===== config.mk =====
export PLATFORM = sky130hd
export DESIGN_NAME = mem_port_arbiter
export DESIGN_NICKNAME = d
export VERILOG_FILES = /design/src/rtl/mem_arb_pkg.sv /design/src/rtl/mem_load_extend.sv /design/src/rtl/mem_port_arbiter.sv
export SDC_FILE = /design/constraint.sdc
export NUM_CORES = 1
export LEC_CHECK = 0
export BUFFER_PORTS_ARGS = -buffer_cell sky130_fd_sc_hd__buf_2
export CAP_MARGIN = 10
export CORE_ASPECT_RATIO = 1.75
export CORE_MARGIN = 4
export CORE_UTILIZATION = 54
export DETAILED_ROUTE_END_ITERATION = 16
export PLACE_DENSITY = 0.8
export SYNTH_ARGS = -nofsm -noshare
export SYNTH_HDL_FRONTEND = slang
export SYNTH_SLANG_ARGS = --single-unit

===== constraint.sdc =====
create_clock -name clk -period 9.4 [get_ports clk]
set_clock_uncertainty 0.1 [all_clocks]
set_input_delay 1.88 -clock clk [delete_from_list [all_inputs] [get_ports clk]]
set_output_delay 1.88 -clock clk [all_outputs]
set_load 0.01 [all_outputs]

===== src/rtl/mem_arb_pkg.sv =====
`default_nettype none
// ============================================================================
// Module      : mem_arb_pkg
// Description : Shared encodings, FSM states and helpers for mem_port_arbiter.
// Revision    : 1.0 - initial release
// ============================================================================
package mem_arb_pkg;

    // funct3 access-width encodings
    localparam logic [2:0] W_B  = 3'b000;
    localparam logic [2:0] W_H  = 3'b001;
    localparam logic [2:0] W_W  = 3'b010;
    localparam logic [2:0] W_BU = 3'b100;
    localparam logic [2:0] W_HU = 3'b101;

    localparam bit DEF_FIXED_PRIO = 1'b0;
    localparam int MEM_RD_LAT     = 1;

    typedef enum logic [1:0] {
        ST_IDLE = 2'd0,
        ST_LO   = 2'd1,
        ST_HI   = 2'd2,
        ST_FIN  = 2'd3
    } arb_state_e;

    function automatic logic width_legal(input logic [2:0] width);
        return (width == W_B) || (width == W_H) || (width == W_W) ||
               (width == W_BU) || (width == W_HU);
    endfunction

    // Accesses wider than a byte drive both lanes in the LO beat.
    function automatic logic width_two_lanes(input logic [2:0] width);
        return (width == W_H) || (width == W_HU) || (width == W_W);
    endfunction

endpackage
`default_nettype wire


===== src/rtl/mem_load_extend.sv =====
`default_nettype none
// ============================================================================
// Module      : mem_load_extend
// Description : Assembles four load bytes into a sign/zero-extended result.
// Revision    : 1.0 - initial release
// ============================================================================
module mem_load_extend
    import mem_arb_pkg::*;
(
    input  logic [2:0]  i_width,
    input  logic [7:0]  i_byte0,
    input  logic [7:0]  i_byte1,
    input  logic [7:0]  i_byte2,
    input  logic [7:0]  i_byte3,
    output logic [31:0] o_result
);

    always_comb begin
        o_result = 32'h0;
        case (i_width)
            W_B:     o_result = {{24{i_byte0[7]}}, i_byte0};
            W_BU:    o_result = {24'h0, i_byte0};
            W_H:     o_result = {{16{i_byte1[7]}}, i_byte1, i_byte0};
            W_HU:    o_result = {16'h0, i_byte1, i_byte0};
            W_W:     o_result = {i_byte3, i_byte2, i_byte1, i_byte0};
            default: o_result = 32'h0;
        endcase
    end

endmodule
`default_nettype wire


===== src/rtl/mem_port_arbiter.sv =====
`default_nettype none
// ============================================================================
// Module      : mem_port_arbiter
// Description : Two-requester arbiter onto a byte-wide dual-lane memory,
//               sequencing each access as one or two lane-pair beats.
// Revision    : 1.0 - initial release
// ============================================================================
module mem_port_arbiter
    import mem_arb_pkg::*;
#(
    parameter bit FIXED_PRIO = DEF_FIXED_PRIO
) (
    input  logic        clk,
    input  logic        rst,

    input  logic        m0_req,
    input  logic        m0_we,
    input  logic [31:0] m0_addr,
    input  logic [31:0] m0_wdata,
    input  logic [2:0]  m0_width,
    output logic        m0_gnt,
    output logic        m0_rvalid,
    output logic [31:0] m0_rdata,

    input  logic        m1_req,
    input  logic        m1_we,
    input  logic [31:0] m1_addr,
    input  logic [31:0] m1_wdata,
    input  logic [2:0]  m1_width,
    output logic        m1_gnt,
    output logic        m1_rvalid,
    output logic [31:0] m1_rdata,

    output logic        mem_en,
    output logic        mem_we_a,
    output logic        mem_we_b,
    output logic [31:0] mem_addr_a,
    output logic [31:0] mem_addr_b,
    output logic [7:0]  mem_wdata_a,
    output logic [7:0]  mem_wdata_b,
    input  logic [7:0]  mem_rdata_a,
    input  logic [7:0]  mem_rdata_b
);

    arb_state_e  r_state;
    arb_state_e  w_state_nxt;

    logic        r_rr_last;
    logic        r_owner;
    logic        r_we;
    logic [31:0] r_addr;
    logic [31:0] r_wdata;
    logic [2:0]  r_width;
    logic [15:0] r_lo16;

    logic        w_any_req;
    logic        w_pick_m1;
    logic        w_start;
    logic        w_sel_we;
    logic [31:0] w_sel_addr;
    logic [31:0] w_sel_wdata;
    logic [2:0]  w_sel_width;

    logic        w_en_nxt;
    logic        w_we_a_nxt;
    logic        w_we_b_nxt;
    logic [31:0] w_addr_a_nxt;
    logic [31:0] w_addr_b_nxt;
    logic [7:0]  w_wdata_a_nxt;
    logic [7:0]  w_wdata_b_nxt;
    logic        w_gnt0_nxt;
    logic        w_gnt1_nxt;
    logic        w_rv0_nxt;
    logic        w_rv1_nxt;

    logic        w_is_word;
    logic [7:0]  w_byte0;
    logic [7:0]  w_byte1;
    logic [31:0] w_ext;
    logic [31:0] w_resp;

    // ------------------------------------------------------------------
    // Arbitration: the requester that did not win last time gets priority
    // ------------------------------------------------------------------
    assign w_any_req = m0_req | m1_req;
    assign w_start   = (r_state == ST_IDLE) && w_any_req;

    always_comb begin
        w_pick_m1 = m1_req;
        if (m0_req && m1_req) begin
            w_pick_m1 = FIXED_PRIO ? 1'b0 : ~r_rr_last;
        end
    end

    assign w_sel_we    = w_pick_m1 ? m1_we    : m0_we;
    assign w_sel_addr  = w_pick_m1 ? m1_addr  : m0_addr;
    assign w_sel_wdata = w_pick_m1 ? m1_wdata : m0_wdata;
    assign w_sel_width = w_pick_m1 ? m1_width : m0_width;

    // ------------------------------------------------------------------
    // Load assembly: a word's low half was captured during HI
    // ------------------------------------------------------------------
    assign w_is_word = (r_width == W_W);
    assign w_byte0   = w_is_word ? r_lo16[7:0]  : mem_rdata_a;
    assign w_byte1   = w_is_word ? r_lo16[15:8] : mem_rdata_b;

    mem_load_extend u_load_extend (
        .i_width  (r_width),
        .i_byte0  (w_byte0),
        .i_byte1  (w_byte1),
        .i_byte2  (mem_rdata_a),
        .i_byte3  (mem_rdata_b),
        .o_result (w_ext)
    );

    assign w_resp = r_we ? 32'h0 : w_ext;

    // ------------------------------------------------------------------
    // FSM: state register
    // ------------------------------------------------------------------
    always_ff @(posedge clk or posedge rst) begin
        if (rst) begin
            r_state <= ST_IDLE;
        end else begin
            r_state <= w_state_nxt;
        end
    end

    // ------------------------------------------------------------------
    // FSM: next state and next registered outputs
    // ------------------------------------------------------------------
    always_comb begin
        w_state_nxt   = r_state;
        w_en_nxt      = 1'b0;
        w_we_a_nxt    = 1'b0;
        w_we_b_nxt    = 1'b0;
        w_addr_a_nxt  = mem_addr_a;
        w_addr_b_nxt  = mem_addr_b;
        w_wdata_a_nxt = mem_wdata_a;
        w_wdata_b_nxt = mem_wdata_b;
        w_gnt0_nxt    = 1'b0;
        w_gnt1_nxt    = 1'b0;
        w_rv0_nxt     = 1'b0;
        w_rv1_nxt     = 1'b0;

        case (r_state)
            ST_IDLE: begin
                if (w_any_req) begin
                    w_gnt0_nxt = ~w_pick_m1;
                    w_gnt1_nxt = w_pick_m1;
                    if (width_legal(w_sel_width)) begin
                        w_state_nxt   = ST_LO;
                        w_en_nxt      = 1'b1;
                        w_we_a_nxt    = w_sel_we;
                        w_we_b_nxt    = w_sel_we & width_two_lanes(w_sel_width);
                        w_addr_a_nxt  = w_sel_addr;
                        w_addr_b_nxt  = w_sel_addr + 32'd1;
                        w_wdata_a_nxt = w_sel_wdata[7:0];
                        w_wdata_b_nxt = w_sel_wdata[15:8];
                    end else begin
                        // Illegal width: acknowledge without touching memory
                        w_state_nxt = ST_FIN;
                    end
                end
            end
            ST_LO: begin
                if (w_is_word) begin
                    w_state_nxt   = ST_HI;
                    w_en_nxt      = 1'b1;
                    w_we_a_nxt    = r_we;
                    w_we_b_nxt    = r_we;
                    w_addr_a_nxt  = r_addr + 32'd2;
                    w_addr_b_nxt  = r_addr + 32'd3;
                    w_wdata_a_nxt = r_wdata[23:16];
                    w_wdata_b_nxt = r_wdata[31:24];
                end else begin
                    w_state_nxt = ST_FIN;
                end
            end
            ST_HI: begin
                w_state_nxt = ST_FIN;
            end
            ST_FIN: begin
                w_state_nxt = ST_IDLE;
                w_rv0_nxt   = ~r_owner;
                w_rv1_nxt   = r_owner;
            end
            default: begin
                w_state_nxt = ST_IDLE;
            end
        endcase
    end

    // ------------------------------------------------------------------
    // Registered memory and requester outputs
    // ------------------------------------------------------------------
    always_ff @(posedge clk or posedge rst) begin
        if (rst) begin
            mem_en      <= 1'b0;
            mem_we_a    <= 1'b0;
            mem_we_b    <= 1'b0;
            mem_addr_a  <= 32'h0;
            mem_addr_b  <= 32'h0;
            mem_wdata_a <= 8'h0;
            mem_wdata_b <= 8'h0;
            m0_gnt      <= 1'b0;
            m1_gnt      <= 1'b0;
            m0_rvalid   <= 1'b0;
            m1_rvalid   <= 1'b0;
            m0_rdata    <= 32'h0;
            m1_rdata    <= 32'h0;
        end else begin
            mem_en      <= w_en_nxt;
            mem_we_a    <= w_we_a_nxt;
            mem_we_b    <= w_we_b_nxt;
            mem_addr_a  <= w_addr_a_nxt;
            mem_addr_b  <= w_addr_b_nxt;
            mem_wdata_a <= w_wdata_a_nxt;
            mem_wdata_b <= w_wdata_b_nxt;
            m0_gnt      <= w_gnt0_nxt;
            m1_gnt      <= w_gnt1_nxt;
            m0_rvalid   <= w_rv0_nxt;
            m1_rvalid   <= w_rv1_nxt;
            if (w_rv0_nxt) begin
                m0_rdata <= w_resp;
            end
            if (w_rv1_nxt) begin
                m1_rdata <= w_resp;
            end
        end
    end

    // ------------------------------------------------------------------
    // Latched transaction fields and round-robin history
    // ------------------------------------------------------------------
    always_ff @(posedge clk or posedge rst) begin
        if (rst) begin
            r_rr_last <= 1'b1;
            r_owner   <= 1'b0;
            r_we      <= 1'b0;
            r_addr    <= 32'h0;
            r_wdata   <= 32'h0;
            r_width   <= 3'b000;
            r_lo16    <= 16'h0;
        end else begin
            if (w_start) begin
                r_rr_last <= w_pick_m1;
                r_owner   <= w_pick_m1;
                r_we      <= w_sel_we;
                r_addr    <= w_sel_addr;
                r_wdata   <= w_sel_wdata;
                r_width   <= w_sel_width;
            end
            if (r_state == ST_HI) begin
                r_lo16 <= {mem_rdata_b, mem_rdata_a};
            end
        end
    end

endmodule
`default_nettype wire


# After elaboration in Yosys (flattened, before gate mapping)

Cells that the tools add are included.

Register bits: 239
Bits in latches: 0
Memory bits (writable): 0
Bits in read-only memories: 0
Output and inout port bits: 151
Word-level logic and storage cells: 102
Memories kept: 0

Add/subtract/negate cells: 3
Multiply operators: 0
Div/mod/pow operators: 0
$lt $le $gt $ge: 0
Equality and inequality tests: 14
Shift-type cells: 0
Multiplexer cells: 46
Bitwise gates (word level): 5
Reduce and logical (&&, ||, !) cells: 13

Operators with widths:

| cell                    | number |
|---|---|
| $mux W32                | 9 |
| $pmux W32 S5            | 1 |
| $pmux W32 S2            | 2 |
| $add A32 B2 Y32 const B | 2 |
| $mux W8                 | 8 |
| $add A32 B1 Y32 const B | 1 |
| $pmux W8 S2             | 2 |
| $mux W1                 | 17 |
| $eq A3 B3 Y1 const B    | 4 |
| $pmux W2 S4             | 1 |
| $eq A3 B1 Y1 const B    | 2 |
| $eq A3 B2 Y1 const B    | 2 |
| $logic_not A3 Y1        | 2 |
| $logic_or A1 B1 Y1      | 6 |
| $pmux W1 S2             | 3 |
| $eq A2 B2 Y1 const B    | 2 |
| $mux W2                 | 2 |
| $ne A2 B2 Y1 const B    | 2 |
| $reduce_and A4 Y1       | 1 |
| $mux W3                 | 1 |
| $not A1 Y1              | 3 |
| $eq A2 B1 Y1 const B    | 1 |
| $logic_and A1 B1 Y1     | 2 |
| $logic_not A2 Y1        | 1 |
| 4 further kinds         | 4 |

# Logic depth before layout (Yosys ltp)

Depth in word-level cells: 11
Mapped depth: 15
Gate-level depth less buffers: 10

# Modules after synthesis

From an unflattened synthesis, not the netlist that was laid out.

Cell total of the unflattened synthesis: 1417
Area total of the unflattened synthesis: 12479.5 µm²

By module, submodules not included:

| module           | instances | cells each | area an instance (µm²) | seq. area each (µm²) |
|---|---|---|---|---|
| mem_port_arbiter | 1         | 1346       | 11897.7                | 5581.6 |
| mem_load_extend  | 1         | 71         | 581.8                  | 0.0 |

# Least setup slack after synthesis

OpenSTA, ideal clock, no wires.

Path kind: input port to flip-flop
From: input m1_req
To: register mem_addr_b[26]
Setup time: 0.123 ns
Data arrival time: 4.525 ns
Data required time: 9.177 ns
Setup slack: 4.652 ns
Cell stages on the path: 15
Buffers on the path: 5
Cells stage by stage: a21boi_2 buf_6 buf_8 buf_8 buf_4 buf_2 nand2_1 nand2_1 ha_1 nand3_1 nor4b_2 o21bai_1 or3b_1 xor2_1 o221a_1

RTL lines:

| what                 | RTL line                | source |
|---|---|---|
| from (decl)          | mem_port_arbiter.sv:25  | `input logic m1_req,` |
| $logic_and A1 B1 Y1  | mem_port_arbiter.sv:90  | `if (m0_req && m1_req) begin` |
| $mux W1 (*)          | mem_port_arbiter.sv:90  |  |
| $mux W32 (*)         | mem_port_arbiter.sv:96  | `assign w_sel_addr = w_pick_m1 ? m1_addr : m0_addr;` |
| via w_sel_addr[1]    | mem_port_arbiter.sv:60  | `logic [31:0] w_sel_addr;` |
| $add A32 B1 Y32 (*)  | mem_port_arbiter.sv:157 | `w_addr_b_nxt = w_sel_addr + 32'd1;` |
| $mux W32 (*)         | mem_port_arbiter.sv:151 | `if (width_legal(w_sel_width)) begin` |
| $mux W32 (*)         | mem_port_arbiter.sv:148 | `if (w_any_req) begin` |
| $pmux W32 S2 (*)     | mem_port_arbiter.sv:146 | `case (r_state)` |
| to (signal assigned) | mem_port_arbiter.sv:217 | `mem_addr_b <= w_addr_b_nxt;` |
| to (decl)            | mem_port_arbiter.sv:38  | `output logic [31:0] mem_addr_b,` |

Mark *: on every way through the listed nets, which the timed path passes. The rest lies on a longest branch. The select of a mux whose other input is x is not followed.
A chain may end at the register's enable or synchronous reset.

# Worst setup path in the final report

From: input m1_req
To: register mem_addr_b[28]

The elaborated chain is that of the path after synthesis.

==> results_dict.tcl <==
set metrics [dict create \
    place_ws_ps 3859 \
    numPortBuffers 306 \
    cts_tree "built" \
    clk_path_buf_depth 3 \
    worstMarginPinSlew_ps 1124 \
    start_util_pct 55.29 \
    via_count 11310 \
    powerDensity_mw_per_mm2 321.5 \
    io_pins 307 \
    ant_nets 0 \
    hpwl_mm 28.82 \
    synth_cell_types 73 \
    dieArea_mm2 0.02535 \
    synth_common_cells "nand2_1, dfrtp_1, o21ai_0" \
    drv_slew 0 \
    dr.pass1.iters 5 \
    gp_congestion 0.9375 \
    syn-num-nets 1511 \
    swShare_pct 41.85 \
    htree_num_levels 1 \
    p_total_mw 4.717 \
    async_flop_share_pct 100.0 \
    timing.hold.worst.class "reg2reg" \
    drc_errors 0 \
    viasPerCell 5.910 \
    slew_headroom_pct 25.04 \
    drt_iter0_drc 931 \
    rows 72 \
    p_leak_nw 6.833 \
    ys.flop_type "dfrtp_1" \
    cp_cell_sequence "buf_2, a21boi_4, buf_4, buf_4, nand2_1, nand2_1, ha_1, nand3_1, nor4b_2, o21bai_1, nor4_1, xor2_1, o221ai_1" \
    die_x_um 122.1 \
    post-synth-top-count-cell "nand2_1" \
    critPathSlowestCell "buf_4" \
    synth_warnings 0 \
    syn-cell-area_mm2 0.01230 \
    comb_power_share_pct 42.9 \
    vdd_drop_max_uv 211.5 \
    finalNetCount 1764 \
    syn_avg_cell_area_um2 9.133 \
    clkPwrFrac_pct 19.4 \
    syn_inst 1347 \
    start_kind "input port" \
    fin_crit_sh_pct 54.21 \
    period_needed_ps 5096 \
    cts-root-buf "clkbuf_16" \
    grt.total_usage_pct 30.14 \
    post_cts_buffers 0 \
    ys_seq_area_share_pct 45.37 \
    tns_ps 0 \
    clkTransAtPathRegs_ps 60 \
    cts_buffers 22 \
    areaGrowthSynthToFinish_pct 19.27 \
    grt_pass1_wl_mm 60.83 \
    power.switching_mw 1.974 \
    hold_viol 0 \
    synth_top_area_share_pct 45.16 \
    cts.sinks 223 \
    critPathMaxFanout 45 \
    setup_ws_ps 4304 \
    wl_per_cell_um 20.21 \
    grt_pass1_vias 11450 \
    coreArea_mm2 0.02225 \
    synth_area_leader_cell "dfrtp_1" \
    globalRoute.totalOverflow 0 \
    whs_ps 367.0 \
    rsz0062_at_grt "no" \
    netlist_top_cells_area "dfrtp_1, nand2_1, o21ai_0, mux2_2, mux2i_1" \
    antenna_found_initial 1 \
    status "complete, no violations" \
    die-height_um 207.7 \
    synth-edff-count 0 \
    postCtsHoldBufs 0 \
    drt_wl_total_mm 38.65 \
    end_kind "register" \
    fmax_mhz 196.2 \
    grt_max_degree 156 \
    cell_internal_pwr_mw 2.743 \
    p_seq_share_pct 37.7 \
    clk_latency_ps 520 \
    maxCapViolCount 0 \
    ys_ff_latch 223 \
    setup_viol 0 \
    post_cts_resized 0 \
    crit_type "in2reg" \
    drive_gt1_share_pct 27.91 \
    critPathMaxStageDelay_ps 650 \
    cp.required_ps 9660 \
    crit_arrival_ps 5350 \
]
## through the flow
step / std cells / util [%] / cell area, µm²
global placement: 1872 / 62.58 / 13930
finish: 1913 / 65.94 / 14670
detailed placement: 1872 / 62.58 / 13930
CTS: 1912 / 65.93 / 14670
global route: 1913 / 65.94 / 14670
floorplan: 1347 / - / 12300
## logic make-up (layout without fill, tap and decap cells)
kind of cell / after synthesis / count (layout) / share of synthesized area (%)
other: 0 / 1 / 0
AO/OA/AOI/OAI: 314 / 314 / 15.36
adder cells (fa/ha/maj): 8 / 8 / 0.8137
flip-flops: 223 / 223 / 45.37
XOR/XNOR: 87 / 87 / 6.194
AND/OR/NAND/NOR: 511 / 511 / 19.83
buffers and inverters: 108 / 377 / 4.048
multiplexers: 96 / 96 / 8.381
## cell type report
type	instances	area, µm²
Clock inverter	12	141.4
Timing Repair Buffer	321	1644
Fill cell	1885	7579
Tap cell	296	370.4
Clock buffer	28	603.1
Sequential cell	223	5582
Antenna cell	1	2.502
Multi-Input combinational cell	1016	6262
Inverter	16	67.56
## worst max-delay path, delay by kind of cell
| family | cells | cell delay, ps |
|---|---|---|
| AND/OR/NAND/NOR | 5 | 1260 |
| buffers and inverters | 3 | 1210 |
| adder cells (fa/ha/maj) | 1 | 230 |
| AO/OA/AOI/OAI | 3 | 530 |
| XOR/XNOR | 1 | 210 |
## cell usage in the layout, fill, tap and decap left out, drive strengths merged, types with 17 or more instances in the layout
cell / instances
nand3: 52
buf: 321
mux2: 53
and2: 21
nand2: 284
dfrtp: 222
mux2i: 43
nand4: 22
clkbuf: 28
inv: 17
nor2: 63
xnor2: 41
a31oi: 18
xor2: 46
o21ai: 170
a21oi: 60
## power groups by stage
stage | Combinational (mW) | Sequential, mW | Clock [mW]
floorplan | 1.26 | 1.81 | 0
global placement | 1.97 | 1.76 | 0
detailed placement | 2.03 | 1.78 | 0
CTS | 2.04 | 1.77 | 0.924
global route | 2.25 | 1.83 | 0.963
finish | 2.02 | 1.78 | 0.913
## routing by layer
metal  vias up  wire, µm  track usage (%)
li1       5185         -                -
met1      5328     13320            33.85
met2       626     19650            53.34
met3       167      2911            3.626
met4         0      2772            18.52
met5         -         0                0
## worst paths after layout
kind	from	end	slack (ps)	cells after the start
worst max-delay path	m1_req	mem_addr_b[28]	4300	13
worst min-delay path	mem_addr_b[6]	mem_addr_b[6]	370	2
worst max register to register	r_rr_last	mem_addr_b[28]	5470	12
worst min register to register	mem_addr_b[6]	mem_addr_b[6]	370	2
max in group asynchronous	rst	r_addr[6]	6080	3
min in group asynchronous	rst	m1_gnt	1500	2
## state kept, by name, summed over array words and instances, names as in the netlist, 3 cells and up
register     flops
r_wdata         16
r_addr          32
mem_addr_b      32
m1_rdata        32
mem_wdata_a      8
mem_addr_a      32
mem_wdata_b      8
m0_rdata        32
r_lo16          16
r_width          3
No activity file was read; power rests on OpenSTA's default activity.
